File: src/rtl/core2ahb3lite_pipe.sv
// Pipelined core req/gnt/rvalid to AHB3-Lite master bridge: address phase of N+1 overlaps data phase of N.
// Optional define CORE2AHB_RESP_REG_EN registers rvalid_o/err_o/rdata_o (one extra cycle of response latency).
module core2ahb3lite_pipe #(
  parameter int          AHB_ADDR_WIDTH = 32,
  parameter int          AHB_DATA_WIDTH = 32,
  parameter bit          PIPELINED      = 1'b1,
  parameter logic [3:0]  HPROT_VALUE    = 4'b0011,
  localparam int         BE_WIDTH       = AHB_DATA_WIDTH / 8
) (
  input  logic                      clk_i,
  input  logic                      rst_ni,
  input  logic                      req_i,
  output logic                      gnt_o,
  output logic                      rvalid_o,
  output logic                      err_o,
  input  logic [AHB_ADDR_WIDTH-1:0] addr_i,
  input  logic                      we_i,
  input  logic [BE_WIDTH-1:0]       be_i,
  input  logic [AHB_DATA_WIDTH-1:0] wdata_i,
  output logic [AHB_DATA_WIDTH-1:0] rdata_o,
  output logic [AHB_ADDR_WIDTH-1:0] HADDR_o,
  output logic [AHB_DATA_WIDTH-1:0] HWDATA_o,
  input  logic [AHB_DATA_WIDTH-1:0] HRDATA_i,
  output logic                      HWRITE_o,
  output logic [2:0]                HSIZE_o,
  output logic [2:0]                HBURST_o,
  output logic [3:0]                HPROT_o,
  output logic [1:0]                HTRANS_o,
  output logic                      HMASTLOCK_o,
  input  logic                      HREADY_i,
  input  logic                      HRESP_i
);

  localparam int LOG2_BE = $clog2(BE_WIDTH);

  typedef enum logic [1:0] {
    HTRANS_IDLE   = 2'b00,
    HTRANS_NONSEQ = 2'b10
  } htrans_e;

  logic                      r_dp_valid;
  logic                      r_dp_we;
  logic [AHB_DATA_WIDTH-1:0] r_dp_wdata;

  logic                      w_block;
  logic                      w_gnt;
  logic                      w_rvalid;
  logic                      w_err;
  logic [AHB_DATA_WIDTH-1:0] w_rdata;
  logic [2:0]                w_size;
  logic [LOG2_BE-1:0]        w_low;
  logic                      w_unused_addr;

  assign w_unused_addr = ^addr_i[LOG2_BE-1:0];

  // An ERROR response always stalls new transfers; without pipelining a pending data phase does too.
  assign w_block = (r_dp_valid & HRESP_i) |
                   ((PIPELINED == 1'b0) & r_dp_valid & ~HREADY_i);
  assign w_gnt   = req_i & HREADY_i & ~w_block;

  // Size decode: find an aligned contiguous run of 2^k bytes; anything else falls back to full width.
  always_comb begin
    // NOTE: defaults first so every path assigns the outputs and no latch is inferred.
    w_size = 3'(LOG2_BE);
    w_low  = '0;
    for (int k = 0; k <= LOG2_BE; k++) begin
      for (int o = 0; o < BE_WIDTH; o += (1 << k)) begin
        if (be_i == BE_WIDTH'(((1 << (1 << k)) - 1) << o)) begin
          w_size = 3'(k);
          w_low  = LOG2_BE'(o);
        end
      end
    end
  end

  assign gnt_o       = w_gnt;
  assign HTRANS_o    = (req_i & ~w_block) ? HTRANS_NONSEQ : HTRANS_IDLE;
  assign HWRITE_o    = we_i;
  assign HADDR_o     = req_i ? {addr_i[AHB_ADDR_WIDTH-1:LOG2_BE], w_low} : '0;
  assign HSIZE_o     = req_i ? w_size : 3'b000;
  assign HBURST_o    = 3'b000;
  assign HPROT_o     = HPROT_VALUE;
  assign HMASTLOCK_o = 1'b0;
  assign HWDATA_o    = (r_dp_valid & r_dp_we) ? r_dp_wdata : '0;

  // A grant loads the data phase in the same edge that retires the previous one.
  always_ff @(posedge clk_i or negedge rst_ni) begin
    if (!rst_ni) begin
      // NOTE: sequential state uses non-blocking assignments so every register samples pre-edge values.
      r_dp_valid <= 1'b0;
      r_dp_we    <= 1'b0;
      r_dp_wdata <= '0;
    end else if (w_gnt) begin
      r_dp_valid <= 1'b1;
      r_dp_we    <= we_i;
      r_dp_wdata <= wdata_i;
    end else if (HREADY_i) begin
      r_dp_valid <= 1'b0;
    end
  end

  assign w_rvalid = r_dp_valid & HREADY_i;
  assign w_err    = w_rvalid & HRESP_i;
  assign w_rdata  = (w_rvalid & ~r_dp_we & ~HRESP_i) ? HRDATA_i : '0;

`ifdef CORE2AHB_RESP_REG_EN
  logic                      r_rvalid;
  logic                      r_err;
  logic [AHB_DATA_WIDTH-1:0] r_rdata;

  always_ff @(posedge clk_i or negedge rst_ni) begin
    if (!rst_ni) begin
      r_rvalid <= 1'b0;
      r_err    <= 1'b0;
      r_rdata  <= '0;
    end else begin
      r_rvalid <= w_rvalid;
      r_err    <= w_err;
      r_rdata  <= w_rdata;
    end
  end

  assign rvalid_o = r_rvalid;
  assign err_o    = r_err;
  assign rdata_o  = r_rdata;
`else
  assign rvalid_o = w_rvalid;
  assign err_o    = w_err;
  assign rdata_o  = w_rdata;
`endif

endmodule

File: config.mk
export PLATFORM = sky130hd
export DESIGN_NAME = core2ahb3lite_pipe
export DESIGN_NICKNAME = d
export VERILOG_FILES = /design/src/rtl/core2ahb3lite_pipe.sv
export SDC_FILE = /design/constraint.sdc
export NUM_CORES = 1
export LEC_CHECK = 0
export BUFFER_PORTS_ARGS = -buffer_cell sky130_fd_sc_hd__buf_2
export CORE_AREA = 2 2 86 88
export DETAILED_ROUTE_END_ITERATION = 8
export DIE_AREA = 0 0 88 90
export HOLD_SLACK_MARGIN = 0.05
export PLACE_DENSITY_LB_ADDON = 0.25
export SLEW_MARGIN = 10
export SYNTH_ARGS = -nofsm -noshare
export SYNTH_HDL_FRONTEND = slang
export SYNTH_SLANG_ARGS = --single-unit
File: constraint.sdc
create_clock -name clk_i -period 2.75 [get_ports clk_i]
set_input_delay 0.1375 -clock clk_i [delete_from_list [all_inputs] [get_ports clk_i]]
set_output_delay 0.1375 -clock clk_i [all_outputs]
set_load 0.02 [all_outputs]
==> results.py <==
metrics = {
    "status": {
        "status": "finished clean",
    },
    "floorplan": {
        "die_height_um": 90,
        "dieArea_um2": 7920,
        "core_area_um2": 7020,
        "die_w_um": 88,
        "rows": 31,
        "io_pins": 219,
        "start_util": 0.3172,
    },
    "worst_setup_path": {
        "crit_type": "reg -> out",
        "crit_path_start_kind": "flop",
        "endpoint_kind": "output port",
        "crit_buf_inv": 2,
        "crit_chain": "nor4b_4 -> buf_4 -> and2_1 -> buf_2",
        "slowest_delay_ps": 740,
        "path_delay_family": "flip-flops",
        "ff2ff_setup_slack_ps": 850,
        "cp.arrival_ps": 2030,
        "reg2regPathDepth": 3,
        "worstPathMaxFanout": 34,
        "worst_r2r_endpoint": "r_dp_wdata[26]",
        "r2r_start": "r_dp_valid",
        "required_ps": 2610,
        "cp_slowest_cell": "dfrtp_1",
    },
    "synth": {
        "synth_area_leader_cell": "dfrtp_1",
        "avgSynthCellArea_um2": 10.71,
        "synth_area_um2": 2227,
        "yosysSeqAreaShare": 0.3820,
        "ys_seq_elements": 34,
        "synth_area_leaders": "dfrtp_1 (38%), mux2_4 (19%), and2_1 (18%)",
        "yosysTopAreaCellShare": 0.3820,
        "ys_warn_count": 0,
        "synthesis.instances": 208,
        "synth_cell_type_count": 20,
    },
    "placement": {
        "dpl-instance-area_um2": 3262,
        "place_congestion": 0.7568,
        "dp.final_hpwl_um": 4982,
        "dp_cells": 497,
        "port_buffers": 206,
    },
    "clock_tree": {
        "cts_setup_buffers": 0,
        "cts-root-buf": "clkbuf_8",
        "numCtsBuffers": 5,
        "cts_resized": 0,
        "clock_sinks": 34,
        "hold_buffers": 1,
        "clk_pin_slew_ps": 70,
        "clk_path_buf_depth": 2,
        "cts_tree": "yes",
        "cts-htree-levels": 2,
        "clock_latency_ps": 280,
    },
    "timing": {
        "fmax_ghz": 0.4623,
        "maxSlewViolCount": 0,
        "maxSlewHeadroom": 0.3744,
        "worst_slew_pin_slew_ps": 938.5,
        "grt_setup_unrepaired": "no",
        "whs_ps": 85.74,
        "fin_skew_ps": 9.105,
        "final-setup-viol-count": 0,
        "hold_viol": 0,
        "min_period_ps": 2163,
        "fin_setup_tns_ps": 0,
        "fin_crit_sh": 0.7866,
    },
    "layout": {
        "layout_common_cells": "buf_2 (206), and2_1 (64), and3_1 (35)",
        "antenna_cells": 0,
        "nets": 512,
        "layout-drive-gt1-share": 0.6167,
        "syn2layout_area_growth_pct": 51.85,
        "instances_no_fill": 506,
        "final_area_um2": 3382,
        "fin_util": 0.4817,
        "final_common_cell": "buf_2",
    },
    "global_route": {
        "antenna_found_initial": 0,
        "grt_pass1_wl_um": 9687,
        "grt_max_degree": 36,
        "grt_pass1_vias": 1972,
        "grt_usage": 0.1535,
        "overflow": 0,
    },
    "detailed_routing": {
        "antenna_left": 0,
        "vias": 2121,
        "routed_wl_um": 6383,
        "drt_iter0_markers": 34,
        "dr.pass1.iters": 4,
        "wl_per_cell_um": 12.61,
        "drc_errors": 0,
        "via_per_inst": 4.192,
    },
    "run": {
        "drv_cap": 0,
    },
    "min_path": {
        "hold-path-endpoint": "r_dp_wdata[21]",
        "hold_class": "in -> reg",
        "worstHoldStart": "wdata_i[21]",
        "min_path_cells": 2,
    },
    "pwr": {
        "powerDensity_nw_per_um2": 482.5,
        "power_leakage_nw": 2.143,
        "worst_ir_drop_vdd_v": 0.0002763,
    },
}
-- cells by family (layout without fill, tap and decap cells) --
logic type / count (synthesis) / in the layout / share of synthesized area
and+or+nand+nor: 106 / 106 / 0.3045
DFF: 34 / 34 / 0.3820
muxes: 33 / 33 / 0.2140
buffers and inverters: 28 / 219 / 0.07753
AOI/OAI and AO/OA: 3 / 3 / 0.01067
other: 2 / 10 / 0.003372
xor gates and xnor gates: 2 / 2 / 0.007867
-- worst max-delay path by stage --
| stage | cells past startpoint | startpoint | to | slack [ps] |
|---|---|---|---|---|
| 6_report | 4 | r_dp_we | rdata_o[22] | 590 |
| 5_1_grt | 5 | r_dp_valid | rdata_o[22] | 360 |
| 4_1_cts | 5 | r_dp_valid | rdata_o[10] | 520 |
| 3_5_place_dp | 3 | r_dp_valid | r_dp_wdata[26] | 800 |
| 3_3_place_gp | 3 | r_dp_valid | r_dp_wdata[29] | 840 |
| 2_1_floorplan | 4 | r_dp_valid | r_dp_wdata[0] | 1260 |
-- per-layer routing --
metal,global-route usage,up-vias,wire length (µm)
met5,0,-,0
met4,0.04103,0,48
met3,0.03673,5,484
met2,0.2620,99,3183
met1,0.1907,958,2666
li1,-,1059,-
-- synthesized netlist by cell type (all sizes together) --
cell and instances:
and2 64, and3 35, dfrtp 34, mux2 33, buf 14, clkbuf 12
nor2 3, conb 2, inv 2, nand2 2, nor4b 2, xnor2 2
a21boi 1, o21a 1, o21ai 1
-- flip-flops by register name (all words and copies together), names as in the netlist --
| name | cells |
|---|---|
| r_dp_valid | 1 |
| r_dp_wdata | 32 |
| r_dp_we | 1 |
-- per-stage QoR --
step | setup WS [ps] | power [mW]
after floorplan | 1264 | 1.013
after global placement | 843.8 | 1.192
after detailed placement | 796.8 | 1.202
after CTS | 515.8 | 1.656
after global routing | 359.7 | 1.735
final | 586.8 | 1.632
-- area by class of cell --
class                   instances  area [µm²]
fillers                       688        3638
multi-input cells             154        1234
repair buffers                209        1056
flip-flops and latches         34       850.8
well taps                      99       123.9
clock buffers                   6       72.57
clock inverters                 2       37.54
inverters                       2       7.507
-- power breakdown --
group          switching (mW)  internal (mW)
registers              0.0748          0.591
logic                   0.251          0.272
clock network           0.173          0.270
total                   0.498           1.13
No activity file was read; power rests on OpenSTA's default activity.
